## src/rtl/seq_alu_if.sv

```systemverilog
// seq_alu_if: request/response bundle for the sequential ALU.
// master = requester (execute stage), slave = seq_alu.
interface seq_alu_if #(
    parameter int unsigned XLEN = 32
);
    logic            in_valid;
    logic            in_ready;
    logic [XLEN-1:0] rs1;
    logic [XLEN-1:0] rs2;
    logic [2:0]      op_ctrl;
    logic            out_valid;
    logic            out_ready;
    logic [XLEN-1:0] alu_op;
    logic            b_zero;
    logic            busy;

    modport master (
        output in_valid, rs1, rs2, op_ctrl, out_ready,
        input  in_ready, out_valid, alu_op, b_zero, busy
    );

    modport slave (
        input  in_valid, rs1, rs2, op_ctrl, out_ready,
        output in_ready, out_valid, alu_op, b_zero, busy
    );
endinterface

```

## src/rtl/seq_alu.sv

```systemverilog
// seq_alu: multi-cycle unsigned integer ALU (add/sub/div/mul/rem/and/or/xor).
// Shift-add multiplier retiring MUL_BPC bits per cycle, restoring divider
// producing one quotient bit per cycle, one operation in flight, result held
// in DONE until the consumer takes it.
// Build option: define SEQ_ALU_FAST_MUL_EN to make mul a single-cycle
// combinational multiply (MUL state and MUL_BPC then unused).
module seq_alu #(
    parameter int unsigned XLEN    = 32,
    parameter int unsigned MUL_BPC = 1
) (
    input  logic     clk,
    input  logic     rst_n,
    seq_alu_if.slave bus
);
    localparam int unsigned MUL_STEPS = XLEN / MUL_BPC;
    localparam int unsigned CNT_W     = $clog2(XLEN + 1);

    typedef enum logic [1:0] {
        S_IDLE,
        S_MUL,
        S_DIV,
        S_DONE
    } state_t;

    typedef enum logic [2:0] {
        OP_ADD = 3'b000,
        OP_SUB = 3'b001,
        OP_DIV = 3'b010,
        OP_MUL = 3'b011,
        OP_REM = 3'b100,
        OP_AND = 3'b101,
        OP_OR  = 3'b110,
        OP_XOR = 3'b111
    } op_t;

    state_t           state;
    state_t           state_nxt;
    op_t              op_in;
    op_t              op_r;
    logic             accept;
    logic             quick_op;
    logic             div_like;
    logic [XLEN-1:0]  quick_res;
    logic [CNT_W-1:0] cnt;

    logic [XLEN-1:0]  mcand;
    logic [XLEN-1:0]  mplier;
    logic [XLEN-1:0]  prod;
    logic [XLEN-1:0]  prod_nxt;
    logic [XLEN-1:0]  mul_step;
    logic [XLEN-1:0]  mp;
    logic [XLEN-1:0]  mc;

    logic [XLEN-1:0]  divisor;
    logic [XLEN-1:0]  quo;
    logic [XLEN-1:0]  rem_r;
    logic [XLEN-1:0]  quo_nxt;
    logic [XLEN-1:0]  rem_nxt;
    logic [XLEN:0]    rem_shift;
    logic [XLEN:0]    rem_diff;

    logic [XLEN-1:0]  alu_q;
    logic             zero_q;

    assign op_in         = op_t'(bus.op_ctrl);
    assign accept        = bus.in_valid && (state == S_IDLE);
    assign div_like      = (op_in == OP_DIV) || (op_in == OP_REM);
    assign bus.in_ready  = (state == S_IDLE);
    assign bus.out_valid = (state == S_DONE);
    assign bus.busy      = (state != S_IDLE);
    assign bus.alu_op    = alu_q;
    assign bus.b_zero    = zero_q;

`ifdef SEQ_ALU_FAST_MUL_EN
    assign quick_op = !(div_like && (bus.rs2 != '0));
`else
    assign quick_op = (op_in != OP_MUL) && !(div_like && (bus.rs2 != '0));
`endif

    // Results that complete in the accept cycle (incl. divide-by-zero cases).
    always_comb begin
        quick_res = '0;
        case (op_in)
            OP_ADD: quick_res = bus.rs1 + bus.rs2;
            OP_SUB: quick_res = bus.rs1 - bus.rs2;
            OP_DIV: quick_res = '1;
            OP_REM: quick_res = bus.rs1;
            OP_AND: quick_res = bus.rs1 & bus.rs2;
            OP_OR:  quick_res = bus.rs1 | bus.rs2;
            OP_XOR: quick_res = bus.rs1 ^ bus.rs2;
`ifdef SEQ_ALU_FAST_MUL_EN
            OP_MUL: quick_res = bus.rs1 * bus.rs2;
`else
            OP_MUL: quick_res = '0;
`endif
            default: quick_res = '0;
        endcase
    end

    // Shift-add step: sum of MUL_BPC partial products for this cycle.
    always_comb begin
        mp       = mplier;
        mc       = mcand;
        mul_step = '0;
        for (int unsigned j = 0; j < MUL_BPC; j++) begin
            if (mp[0]) begin
                mul_step = mul_step + mc;
            end
            mp = mp >> 1;
            mc = mc << 1;
        end
        prod_nxt = prod + mul_step;
    end

    // Restoring divide step: shift in next dividend bit, subtract if it fits.
    always_comb begin
        rem_shift = {rem_r, quo[XLEN-1]};
        rem_diff  = rem_shift - {1'b0, divisor};
        if (!rem_diff[XLEN]) begin
            rem_nxt = rem_diff[XLEN-1:0];
            quo_nxt = {quo[XLEN-2:0], 1'b1};
        end else begin
            rem_nxt = rem_shift[XLEN-1:0];
            quo_nxt = {quo[XLEN-2:0], 1'b0};
        end
    end

    // State register.
    always_ff @(posedge clk or negedge rst_n) begin
        if (!rst_n) begin
            state <= S_IDLE;
        end else begin
            state <= state_nxt;
        end
    end

    // Next-state logic.
    always_comb begin
        state_nxt = state;
        case (state)
            S_IDLE: begin
                if (accept) begin
                    if (quick_op) begin
                        state_nxt = S_DONE;
                    end else if (op_in == OP_MUL) begin
                        state_nxt = S_MUL;
                    end else begin
                        state_nxt = S_DIV;
                    end
                end
            end
            S_MUL: if (cnt == '0) state_nxt = S_DONE;
            S_DIV: if (cnt == '0) state_nxt = S_DONE;
            S_DONE: if (bus.out_ready) state_nxt = S_IDLE;
            default: state_nxt = S_IDLE;
        endcase
    end

    // Operand capture, iteration registers and the held result.
    always_ff @(posedge clk or negedge rst_n) begin
        if (!rst_n) begin
            op_r    <= OP_ADD;
            cnt     <= '0;
            mcand   <= '0;
            mplier  <= '0;
            prod    <= '0;
            divisor <= '0;
            quo     <= '0;
            rem_r   <= '0;
            alu_q   <= '0;
            zero_q  <= 1'b0;
        end else begin
            case (state)
                S_IDLE: begin
                    if (accept) begin
                        op_r    <= op_in;
                        cnt     <= (op_in == OP_MUL) ? CNT_W'(MUL_STEPS - 1) : CNT_W'(XLEN - 1);
                        mcand   <= bus.rs1;
                        mplier  <= bus.rs2;
                        prod    <= '0;
                        divisor <= bus.rs2;
                        quo     <= bus.rs1;
                        rem_r   <= '0;
                        if (quick_op) begin
                            alu_q  <= quick_res;
                            zero_q <= (quick_res == '0);
                        end
                    end
                end
                S_MUL: begin
                    mcand  <= mcand << MUL_BPC;
                    mplier <= mplier >> MUL_BPC;
                    prod   <= prod_nxt;
                    cnt    <= cnt - 1'b1;
                    if (cnt == '0) begin
                        alu_q  <= prod_nxt;
                        zero_q <= (prod_nxt == '0);
                    end
                end
                S_DIV: begin
                    rem_r <= rem_nxt;
                    quo   <= quo_nxt;
                    cnt   <= cnt - 1'b1;
                    if (cnt == '0) begin
                        if (op_r == OP_REM) begin
                            alu_q  <= rem_nxt;
                            zero_q <= (rem_nxt == '0);
                        end else begin
                            alu_q  <= quo_nxt;
                            zero_q <= (quo_nxt == '0);
                        end
                    end
                end
                default: ;
            endcase
        end
    end
endmodule
```

## src/flat_wrapper.sv

```systemverilog
// flat-port wrapper written by rule: the top's interface ports become plain ports
module seq_alu_flat 
#(
    parameter int unsigned XLEN    = 32,
    parameter int unsigned MUL_BPC = 1
)
  (clk, rst_n, bus_in_valid, bus_rs1, bus_rs2, bus_op_ctrl, bus_out_ready, bus_in_ready, bus_out_valid, bus_alu_op, bus_b_zero, bus_busy);
  seq_alu_if #(.XLEN(XLEN)) bus_i ();
  input  logic clk;
  input  logic rst_n;
  input wire logic [$bits(bus_i.in_valid)-1:0] bus_in_valid;
  input wire logic [$bits(bus_i.rs1)-1:0] bus_rs1;
  input wire logic [$bits(bus_i.rs2)-1:0] bus_rs2;
  input wire logic [$bits(bus_i.op_ctrl)-1:0] bus_op_ctrl;
  input wire logic [$bits(bus_i.out_ready)-1:0] bus_out_ready;
  output wire logic [$bits(bus_i.in_ready)-1:0] bus_in_ready;
  output wire logic [$bits(bus_i.out_valid)-1:0] bus_out_valid;
  output wire logic [$bits(bus_i.alu_op)-1:0] bus_alu_op;
  output wire logic [$bits(bus_i.b_zero)-1:0] bus_b_zero;
  output wire logic [$bits(bus_i.busy)-1:0] bus_busy;
  assign bus_i.in_valid = bus_in_valid;
  assign bus_i.rs1 = bus_rs1;
  assign bus_i.rs2 = bus_rs2;
  assign bus_i.op_ctrl = bus_op_ctrl;
  assign bus_i.out_ready = bus_out_ready;
  assign bus_in_ready = bus_i.in_ready;
  assign bus_out_valid = bus_i.out_valid;
  assign bus_alu_op = bus_i.alu_op;
  assign bus_b_zero = bus_i.b_zero;
  assign bus_busy = bus_i.busy;
  seq_alu #(.XLEN(XLEN), .MUL_BPC(MUL_BPC)) u_core (.clk(clk), .rst_n(rst_n), .bus(bus_i));
endmodule
```

## config.mk

```make
export PLATFORM = sky130hd
export DESIGN_NAME = seq_alu_flat
export DESIGN_NICKNAME = d
export VERILOG_FILES = /design/src/rtl/seq_alu_if.sv /design/src/rtl/seq_alu.sv /design/src/flat_wrapper.sv
export SDC_FILE = /design/constraint.sdc
export NUM_CORES = 1
export LEC_CHECK = 0
export CAP_MARGIN = 10
export CORE_ASPECT_RATIO = 1.5
export CORE_MARGIN = 3
export CORE_UTILIZATION = 25
export DETAILED_ROUTE_END_ITERATION = 7
export PLACE_DENSITY = 0.43
export SYNTH_ARGS = -nofsm -noshare
export SYNTH_HDL_FRONTEND = slang
export SYNTH_SLANG_ARGS = --single-unit
export TNS_END_PERCENT = 30
```

## constraint.sdc

```tcl
create_clock -name clk -period 8.99 [get_ports clk]
set_input_delay 2.2475 -clock clk [delete_from_list [all_inputs] [get_ports clk]]
set_output_delay 2.2475 -clock clk [all_outputs]
set_load 0.05 [all_outputs]
```

### Word level (Yosys, flattened, before mapping)

Index checks and enable logic that the tools add are counted.

* divide/modulo/power cells: 0
* mux-type cells: 32
* reduce and logical (&&, ||, !) cells: 25
* add/sub/neg operators: 5
* equal/unequal tests: 18
* bitwise gates (word level): 3
* order comparisons: 0
* shift-type cells: 0
* multipliers: 0

Operators with widths (count)
* two-way mux 32 bit: 10
* one-hot mux 32 bit (2 select lines): 5
* one-hot mux 32 bit (8 select lines): 1
* logical NOT 32 bit: 4
* one-hot mux 32 bit (3 select lines): 1
* adder 32 bit: 2
* subtractor 33 x 32 -> 33 bit: 1
* AND 32 bit: 1
* OR 32 bit: 1
* nonzero test 32 bit: 1
* subtractor 32 bit: 1
* XOR 32 bit: 1
* equality test 3 bit (second input constant): 5
* one-hot mux 6 bit (2 select lines): 1
* two-way mux 2 bit: 5
* inequality test 2 x 1 -> 1 bit (second input constant): 5
* AND reduction 2 bit: 4
* nonzero test 2 bit: 4
* equality test 3 x 2 -> 1 bit (second input constant): 2
* logical NOT 6 bit: 1
* two-way mux 1 bit: 6
* two-way mux 6 bit: 1
* one-hot mux 2 bit (3 select lines): 1
* subtractor 6 x 1 -> 6 bit (second input constant): 1
* other kinds (15): 18

* latch bits: 0
* ROM bits: 0
* logic and storage cells: 94
* memories kept: 0
* register bits: 236
* bits in writable memories: 0
* output and inout port bits: 36
* input port bits: 71

### Longest topological paths before layout

Gate-level depths: netlist of run 1.

* depth in word-level cells: 8
* depth in mapped cells: 22
* depth with buffers taken out: 20

### Least setup slack after synthesis of run 1

OpenSTA, ideal clock, no wires.

* kind: input port to flip-flop
* start point: input bus_op_ctrl[0]
* end point: register u_core.zero_q (netlist: u_core.bus.b_zero)
* library setup time: 0.086 ns
* cell stages on the path: 22
* setup slack: 1.587 ns
* buffers on the path: 7
* data required time: 8.904 ns
* arrival time: 7.317 ns
* cells stage by stage: buf_1 clkbuf_1 buf_2 buf_2 clkbuf_1 nand2_1 clkbuf_1 o31ai_1 xnor2_1 ha_1 clkbuf_1 and3_1 a221o_1 o2111ai_1 nand2_1 a221o_1 or2_1 mux2_1 o22ai_1 nand4b_1 or4_1 o221ai_2

* longest elaborated chain between the ends: 7
* elaborated cells between the ends (all ways): 20
* classes of those cells: eq/ne (9); mux (4); reduce/logical (7)

Ends and longest elaborated chain
* start: declaration: RTL line flat_wrapper.sv:14 `input wire logic [$bits(bus_i.op_ctrl)-1:0] bus_op_ctrl;`
* parallel branches: the longest is 7 deep, another holds one-hot mux 32 bit (8 select lines)
* end signal: assignment: RTL line seq_alu.sv:186 `zero_q <= (quick_res == '0);`
* end signal: assignment: RTL line seq_alu.sv:197 `zero_q <= (prod_nxt == '0);`
* end signal: assignment: RTL line seq_alu.sv:207 `zero_q <= (rem_nxt == '0);`
* end: declaration: RTL line seq_alu.sv:63 `logic zero_q;`

Several ways; the timed one is not identified. The select of a mux whose other input is x is not followed.
A chain may end at the register's enable or synchronous reset.

### Final worst setup path of run 1

* start point: input bus_rs2[2]
* end point: register u_core.zero_q (netlist: u_core.bus.b_zero)

* longest elaborated chain between the ends: 6
* elaborated cells between the ends (all ways): 16
* classes of those cells: add/sub (2); eq/ne (1); mux (4); bitwise (3); reduce/logical (6)

Ends and longest elaborated chain
* start: declaration: RTL line flat_wrapper.sv:13 `input wire logic [$bits(bus_i.rs2)-1:0] bus_rs2;`
* subtractor 32 bit (tied with other cells): RTL line seq_alu.sv:85 `OP_SUB: quick_res = bus.rs1 - bus.rs2;`
* one-hot mux 32 bit (8 select lines) or logical AND 1 bit (tied branches): RTL line seq_alu.sv:83, seq_alu.sv:77
* logical NOT 32 bit or logical NOT 1 bit (tied branches): RTL line seq_alu.sv:186, seq_alu.sv:77
* two-way mux 1 bit or logical AND 1 bit (tied branches): RTL line seq_alu.sv:184, seq_alu.sv:77
* two-way mux 1 bit or inequality test 2 x 1 -> 1 bit (tied branches)
* one-hot mux 1 bit (3 select lines) or AND reduction 5 bit (tied branches)

Parallel ways exist; a longest one is shown, timed or not. The select of a mux whose other input is x is not followed.

==> results of run 1 <==
-- kinds of logic after synthesis --
| kind of cell | Yosys count | share of synthesized area (%) |
|---|---|---|
| AO/OA/AOI/OAI | 779 | 24.5 |
| XOR/XNOR | 102 | 4.57 |
| adder cells (fa/ha/maj) | 169 | 10.8 |
| buffers and inverters | 267 | 5.13 |
| flip-flops | 236 | 30.0 |
| multiplexers | 163 | 8.38 |
| AND/OR/NAND/NOR | 686 | 16.6 |
-- area by class of cell --
class	count	share of cell area, %
inverters	131	2.15
clock buffers	40	3.53
multi-input cells	1899	56.3
repair buffers	142	5.85
flip-flops and latches	236	25.9
diodes	1	0.0110
well taps	1016	5.57
clock inverters	11	0.735
-- flip-flops by register name (all words and copies together) (netlist names) --
name	cells
u_core.bus.alu_op	32
u_core.bus.b_zero	1
u_core.cnt	6
u_core.divisor	32
u_core.mcand	32
u_core.mplier	32
u_core.op_r	3
u_core.prod	32
u_core.quo	32
u_core.rem_r	32
u_core.state	2
-- through the flow --
step / hold WS [ps] / utilization, % / total power (W)
2_1_floorplan: 450 / - / 0.00521
3_3_place_gp: 462 / 28.1 / 0.00701
3_5_place_dp: 465 / 28.1 / 0.00704
4_1_cts: 485 / 29.4 / 0.00833
5_1_grt: 502 / 29.4 / 0.00887
6_report: 479 / 29.4 / 0.00827
-- worst min-delay path by stage --
stage | start | to | cells after the start | slack [ps]
after floorplan | u_core.mplier[10] | u_core.mplier[10] | 2 | 450
after global placement | u_core.mplier[1] | u_core.mplier[1] | 2 | 460
after detailed placement | u_core.bus.alu_op[16] | u_core.bus.alu_op[16] | 1 | 460
after CTS | u_core.mplier[14] | u_core.mplier[14] | 2 | 490
after global routing | u_core.bus.alu_op[23] | u_core.bus.alu_op[23] | 2 | 500
final | u_core.bus.alu_op[13] | u_core.bus.alu_op[13] | 2 | 480
-- critical path, stage by stage --
cell	delay [ps]
clkdlybuf4s50_1	540
or4_1	640
nand3b_1	380
o21ai_0	320
xnor2_1	150
ha_1	350
a211oi_1	350
o21ai_1	200
a22oi_1	460
nand2_1	210
a221o_1	390
or2_1	220
mux2_1	330
o22ai_1	190
nand4b_1	120
or4_1	510
o221ai_2	80
-- power groups by stage --
stage | clock network (W) | logic, W | registers, W
floorplan | 0 | 0.00322 | 0.00199
global placement | 0 | 0.00509 | 0.00192
detailed placement | 0 | 0.00511 | 0.00193
CTS | 0.00128 | 0.00513 | 0.00192
global route | 0.00131 | 0.00559 | 0.00197
finish | 0.00123 | 0.00513 | 0.00192
-- layer usage --
layer	GRT usage, %	up-vias
met5	0	-
met4	6.49	0
met3	1.61	80
met2	36.8	405
met1	24.5	9110
li1	-	8758
-- cell usage in the layout, fill, tap and decap left out, types with 10 or more instances in the layout --
cell,count
nand2_1,319
o21ai_0,273
dfrtp_1,236
a21oi_1,190
ha_1,164
mux2i_1,148
inv_1,127
clkdlybuf4s50_1,102
nor2_1,101
xnor2_1,75
a22o_1,44
and2_1,43
a21o_1,37
buf_4,36
nor3_1,35
nand3_1,29
clkbuf_16,28
nand4_1,27
xor2_1,26
a211oi_1,25
nor4_1,22
a31oi_1,20
o211ai_1,19
a221oi_1,19
and3_1,18
o21bai_1,17
o31ai_1,16
or4_1,15
a22oi_1,15
o21ai_1,14
nand2b_1,14
o21a_1,12
nor2b_1,12
mux2_2,12
a311oi_1,10
==> flow_summary.toml, run 1 <==
[status]
run_status = "complete, no violations"

[cts]
cts_made_buffers = 28
clockBufferDepth = 3
insertion_delay_ps = 620
clk_pin_slew_worst_paths_ps = 60
htreeDepth = 1
hold_buffers = 0
cts-root-buf = "clkbuf_16"
ctsResizeCount = 0
tritoncts = "built"
cts_setup_buffers = 0
clkSinkCount = 236

[placed_design]
pre_cts_ws_ps = 1140
hpwl_mm = 66.4
portBuffers = 106
place_area_sq_mm = 0.0218
numPlacedInstances = 3424
place.gp.congestion = 0.954

[yosys]
ys_warn_count = 0
syn_area_sq_mm = 0.0197
ys_seq_area_share_pct = 30.0
synth_cell_type_count = 86
synth.ff_latch_count = 236
syn_area_per_cell_sq_um = 8.20
synth_edf_count = 0
synth.largest_area_cell = "dfrtp_1"
synth_flop_cell = "dfrtp_1"
synth_area_leaders = "dfrtp_1, ha_1, mux2i_1, o21ai_0, nand2_1"
yosysMostFrequentCell = "nand2_1"
synth-async-reset-ratio_pct = 100
synth_nets = 2642
synth_top_cell_area_share_pct = 30.0
syn_inst = 2402
netlist_top_cells_count = "nand2_1, o21ai_0, dfrtp_1, a21oi_1, ha_1"

[route]
dr.max_layer_used = "met4"
drc = 0
drtPass1Iterations = 5
route.met3.wl_mm = 2.58
vias = 18353
routed_via_density = 5.28
routed_wl_mm = 84.5
routedWlPerCell_um = 24.3
initialDrtViolationCount = 1091
ant_nets = 0
met1_length_mm = 36.3
wl_met2_mm = 42.8

[die]
die_h_um = 350
ios = 107
die-area_sq_mm = 0.0823
initial_core_util_pct = 25.3
core.rowCount = 125
die_x_um = 235
fp.coreArea_sq_mm = 0.0777

[final_layout]
finish.instance_area_sq_mm = 0.0228
drive_above_1_share_pct = 5.25
syn_to_final_growth_pct = 15.8
layout.cells.non_filler = 3476
fillCellCount = 8300
register_area_sq_mm = 0.00591
fin_nets = 2678
multiInputGateArea_sq_mm = 0.0128

[worst_hold_path]
worstHoldPathType = "reg -> reg"

[critical_path]
cp-endpoint = "u_core.bus.b_zero"
worstPathArrival_ps = 7700
critPathLaunch = "bus_rs2[2]"
timing.rr.end = "u_core.bus.b_zero"
critPathLaunchType = "primary input"
path_max_fanout = 9
r2r-start = "u_core.mplier[0]"
ff2ff_setup_slack_ps = 3670
r2r_cells = 13
worstSetupEndpointType = "register"
worstPathRequired_ps = 9480
path_class = "in -> reg"

[timing]
min_period_ps = 7200
tightest_slew_ps = 1160
fin_crit_sh_pct = 80.1
timing.fmax_mhz = 139
report.final.hold_viol_count = 0
setup_tns_ps = 0
fin_worst_skew_ps = 43.8
slew_headroom_pct = 22.3
rsz0062_at_grt = "false"
slew_viol_final = 0
setup_viol = 0
fin_ws_ps = 1790

[global_route]
track_usage_pct = 19.9
grt_overflow = 0
grt_antenna_before_repair = 0
grt_max_degree = 137
grt_pass1_wl_mm = 125
grt_pass1_vias = 18738

[run]
max_cap_violations = 0

[power]
p_sw_w = 0.00432
p_int_w = 0.00395
p_sw_share_pct = 52.2
power_density_mw_per_mm2 = 363
combPwrFrac_pct = 62.0
p_clk_share_pct = 14.9
power_leakage_nw = 9.91
vdd_drop_max_mv = 0.177
pwr-share-seq_pct = 23.1
(Power assumes the default switching activity.)
==> run 2, diff against run 1 <==
Clock period 8.99 ns to 6.7 ns, I/O delays scaled along.
==> run 2 against run 1 <==
Effect of this change: worst setup slack lost 1300 ps; register-to-register slack worse by 2400 ps; core utilization up 0.85 points; count of clock-buffer cells in the layout decreased by 6; total power increased by 35%; critical endpoint unchanged.
==> flow_summary.toml, run 2 (synthesis gave the netlist of run 1 again) <==
[status]
run_status = "complete, no violations"

[timing]
timing.fmax_mhz = 160
tightest_slew_ps = 1080
fin_worst_skew_ps = 31.4
fin_crit_sh_pct = 93.1
setup_viol = 0
rsz0062_at_grt = "false"
slew_viol_final = 0
min_period_ps = 6240
slew_headroom_pct = 27.5
report.final.hold_viol_count = 0

[final_layout]
syn_to_final_growth_pct = 19.2
final_common_cell = "nand2_1"
fillCellCount = 8294
most-common-layout-cells = "nand2_1, o21ai_0, dfrtp_1, a21oi_1, ha_1"
drive_above_1_share_pct = 8.63
antenna_cells = 0
final_core_utilization_pct = 30.2
fin_nets = 2767
layout.cells.non_filler = 3564

[worst_hold_path]
whs_endpoint = "u_core.mplier[6]"
worstHoldPathType = "reg -> reg"
min_from = "u_core.mplier[6]"
hold_depth = 2

[power]
power_density_mw_per_mm2 = 475
vdd_drop_max_mv = 0.384
power_leakage_nw = 10.3
power_w = 0.0112

[global_route]
grt_antenna_before_repair = 0
grt_overflow = 0
track_usage_pct = 20.1
grt_pass1_vias = 19275
grt_max_degree = 113
grt_pass1_wl_mm = 126

[critical_path]
r2r-start = "u_core.quo[31]"
critPathLaunchType = "primary input"
ff2ff_setup_slack_ps = 1290
r2r_cells = 15
path_max_fanout = 4
worstPathRequired_ps = 7190
path_class = "in -> reg"
worstPathArrival_ps = 6730
timing.rr.end = "u_core.bus.alu_op[19]"
worstSetupEndpointType = "register"

[route]
drc = 0
routedWlPerCell_um = 23.8
drtPass1Iterations = 6
routed_wl_mm = 84.7
vias = 18652
ant_nets = 0
routed_via_density = 5.23
initialDrtViolationCount = 1021

[cts]
tritoncts = "built"
cts_made_buffers = 28
insertion_delay_ps = 600
htreeDepth = 1
hold_buffers = 0
cts_setup_buffers = 0
clockBufferDepth = 3
clkSinkCount = 236
clk_pin_slew_worst_paths_ps = 60
ctsResizeCount = 0
cts-root-buf = "clkbuf_16"

[run]
max_cap_violations = 0

[die]
die_h_um = 350
fp.coreArea_sq_mm = 0.0777
ios = 107
die_x_um = 235
die-area_sq_mm = 0.0823
initial_core_util_pct = 25.3
core.rowCount = 125

[placed_design]
place.gp.congestion = 0.939
numPlacedInstances = 3513
portBuffers = 106
hpwl_mm = 67.5
==> run 2: report_power, final <==
group	switching, W	leakage, nW	internal [W]
sequential	0.000548	2.99	0.00204
combinational	0.00456	6.89	0.00239
clock	0.000704	0.451	0.000911
==> run 2: routing by layer <==
| layer | vias up | routed length, um | GRT usage (%) |
|---|---|---|---|
| li1 | 8946 | - | - |
| met1 | 9192 | 36000 | 24.3 |
| met2 | 423 | 43500 | 37.8 |
| met3 | 91 | 2670 | 1.63 |
| met4 | 0 | 2560 | 6.16 |
| met5 | - | 0 | 0 |
==> run 2: how the worst max path moves through the flow <==
stage	startpoint	endpoint	slack, ps
after floorplan	bus_op_ctrl[0]	u_core.bus.b_zero	160
after global placement	bus_rs2[0]	u_core.bus.b_zero	-150
after detailed placement	bus_rs2[1]	u_core.bus.b_zero	-150
after CTS	bus_rs2[1]	u_core.bus.b_zero	430
after global routing	bus_rs2[2]	u_core.bus.b_zero	50
final	bus_rs2[1]	u_core.bus.b_zero	460
==> run 2: through the flow <==
step / setup TNS [ps] / hold slack, ps / setup slack (ps) / cell area, sq um
CTS: 0 / 484 / 434 / 23500
finish: 0 / 478 / 463 / 23500
floorplan: 0 / 450 / 161 / 19700
detailed placement: -153 / 471 / -153 / 22600
global placement: -148 / 463 / -148 / 22600
global route: 0 / 502 / 55.0 / 23500
==> run 2: layout make-up <==
cell class / instances / area, sq um / share of cell area (%)
clock buffer: 34 / 743 / 3.16
tap: 1016 / 1270 / 5.41
clock inverter: 17 / 193 / 0.820
timing repair buffer: 231 / 2030 / 8.64
sequential: 236 / 5910 / 25.1
multi-input combinational: 1899 / 12900 / 54.7
inverter: 131 / 492 / 2.09
==> run 2: critical path: stages <==
cell and delay [ps]:
clkdlybuf4s50_1 470, or4_1 590, nand3b_1 300, o21ai_0 260
xnor2_1 170, ha_1 270, a211oi_1 350, o21ai_1 180
a22oi_1 360, nand2_1 220, a221o_1 410, or2_1 230
mux2_1 320, o22ai_1 210, nand4b_1 140, or4_1 510
o221ai_2 80
==> run 3, diff against run 2 <==
Settings changed: CTS_BUF_LIST set to sky130_fd_sc_hd__clkbuf_4.
==> run 3 against run 2 <==
Effect of this change: hold slack gained 1.0 ps; first-iteration DRC count shrank 0.20%; largest power group unchanged; sequential cell count is the same; clock power shrank 12%; core utilization shrank 0.13 points; count of clock-buffer cells in the layout grew 56; worst setup slack gained 260 ps; final cell count grew 1.9%; critical path depth is the same; critical path type unchanged.
==> flow_summary.toml, run 3 (synthesis gave the netlist of run 1 again) <==
[timing]
slew_viol_final = 0
whs_ps = 479
setup_viol = 0
fin_crit_sh_pct = 89.2
report.final.hold_viol_count = 0
min_period_ps = 5970
rsz0062_at_grt = "false"
slew_headroom_pct = 27.0
tightest_slew_ps = 1090
fin_worst_skew_ps = 77.6
timing.fmax_mhz = 167

[placed_design]
place.gp.congestion = 0.939
numPlacedInstances = 3513
hpwl_mm = 67.5
place_area_sq_mm = 0.0226
portBuffers = 106

[status]
run_status = "complete, no violations"

[power]
vdd_drop_max_mv = 0.263
p_sw_w = 0.00584
p_sw_share_pct = 53.2
p_clk_share_pct = 12.9
p_int_w = 0.00514
power_w = 0.0110
power_leakage_nw = 10.4
pwr-share-seq_pct = 23.6
combPwrFrac_pct = 63.5
power_density_mw_per_mm2 = 469

[route]
wl_met2_mm = 43.9
routed_via_density = 5.22
route.met3.wl_mm = 3.01
routed_wl_mm = 85.5
drtPass1Iterations = 5
vias = 18952
drc = 0
initialDrtViolationCount = 1019
met1_length_mm = 35.8
routedWlPerCell_um = 23.5
ant_nets = 0
dr.max_layer_used = "met4"

[cts]
insertion_delay_ps = 850
clockBufferDepth = 3
ctsResizeCount = 0
hold_buffers = 0
cts_setup_buffers = 0
htreeDepth = 3
clkSinkCount = 236
cts_made_buffers = 66
tritoncts = "built"
cts-root-buf = "clkbuf_4"
clk_pin_slew_worst_paths_ps = 70

[critical_path]
worstPathRequired_ps = 7450
path_max_fanout = 4
worstPathArrival_ps = 6720
path_class = "in -> reg"
critPathLaunchType = "primary input"
worstSetupEndpointType = "register"

[global_route]
grt_pass1_vias = 19577
grt_max_degree = 113
grt_overflow = 0
grt_pass1_wl_mm = 127
grt_antenna_before_repair = 2
track_usage_pct = 20.4

[run]
max_cap_violations = 0

[die]
die_x_um = 235
die_h_um = 350
core.rowCount = 125
die-area_sq_mm = 0.0823
ios = 107
fp.coreArea_sq_mm = 0.0777
initial_core_util_pct = 25.3

[final_layout]
drive_above_1_share_pct = 10.4
syn_to_final_growth_pct = 18.7
most-common-layout-cells = "nand2_1, o21ai_0, dfrtp_1, a21oi_1, ha_1"
fillCellCount = 8359
final_core_utilization_pct = 30.1
layout.cells.non_filler = 3630
finish.instance_area_sq_mm = 0.0234
fin_nets = 2805
final_common_cell = "nand2_1"

[worst_hold_path]
worstHoldPathType = "reg -> reg"
[run 3: changes by cell type in the layout (fill, tap and decap cells not counted), moves of 3 or more]
cell,previous run,this run
clkbuf_4,0,90
clkbuf_16,28,0
clkinv_1,3,18
clkbuf_1,4,0
diode_2,0,4
clkinv_2,6,3
clkinvlp_4,4,1
[run 3: per-stage QoR]
step           setup TNS [ps]  worst slack, ps
2_1_floorplan               0              161
3_3_place_gp             -148             -148
3_5_place_dp             -153             -153
4_1_cts                     0              739
5_1_grt                     0              380
6_report                    0              725
[run 3: worst max-delay path, cell delays in order]
cell,delay (ps)
clkdlybuf4s50_1,470
or4_1,590
nand3b_1,300
o21ai_0,260
xnor2_1,170
ha_1,270
a211oi_1,350
o21ai_1,180
a22oi_1,360
nand2_1,220
a221o_1,410
or2_1,230
mux2_1,320
o22ai_1,200
nand4b_1,130
or4_1,510
o221ai_2,80
[run 3: routing by layer]
| layer | up-vias | GRT usage [%] |
|---|---|---|
| li1 | 9061 | - |
| met5 | - | 0 |
| met4 | 0 | 7.31 |
| met2 | 457 | 37.8 |
| met3 | 128 | 2.49 |
| met1 | 9306 | 24.2 |
[run 3: path summary, 6_finish.rpt]
path,from,depth (start not counted),slack [ps],endpoint
min reg2reg,u_core.mplier[6],2,480,u_core.mplier[6]
max reg2reg,u_core.quo[31],15,1190,u_core.bus.alu_op[19]
max in group asynchronous,rst_n,2,4630,u_core.mplier[11]
min,u_core.mplier[6],2,480,u_core.mplier[6]
min in group asynchronous,rst_n,1,790,u_core.prod[29]
max,bus_rs2[1],17,730,u_core.bus.b_zero
[run 3: area by class of cell]
class | instances | area [sq um] | share of cell area [%]
multi-input cells | 1899 | 12900 | 55.0
flip-flops and latches | 236 | 5910 | 25.3
repair buffers | 231 | 2030 | 8.68
well taps | 1016 | 1270 | 5.44
clock buffers | 90 | 676 | 2.89
inverters | 131 | 492 | 2.10
clock inverters | 23 | 146 | 0.626
diodes | 4 | 10.0 | 0.0428
[run 3: power groups by stage]
stage                     clock network [W]  logic [W]  registers, W
after detailed placement                  0    0.00695       0.00261
after CTS                           0.00149    0.00699       0.00259
final                               0.00142    0.00697       0.00259
after global routing                0.00154    0.00759       0.00267
after global placement                    0    0.00691       0.00260
after floorplan                           0    0.00432       0.00268
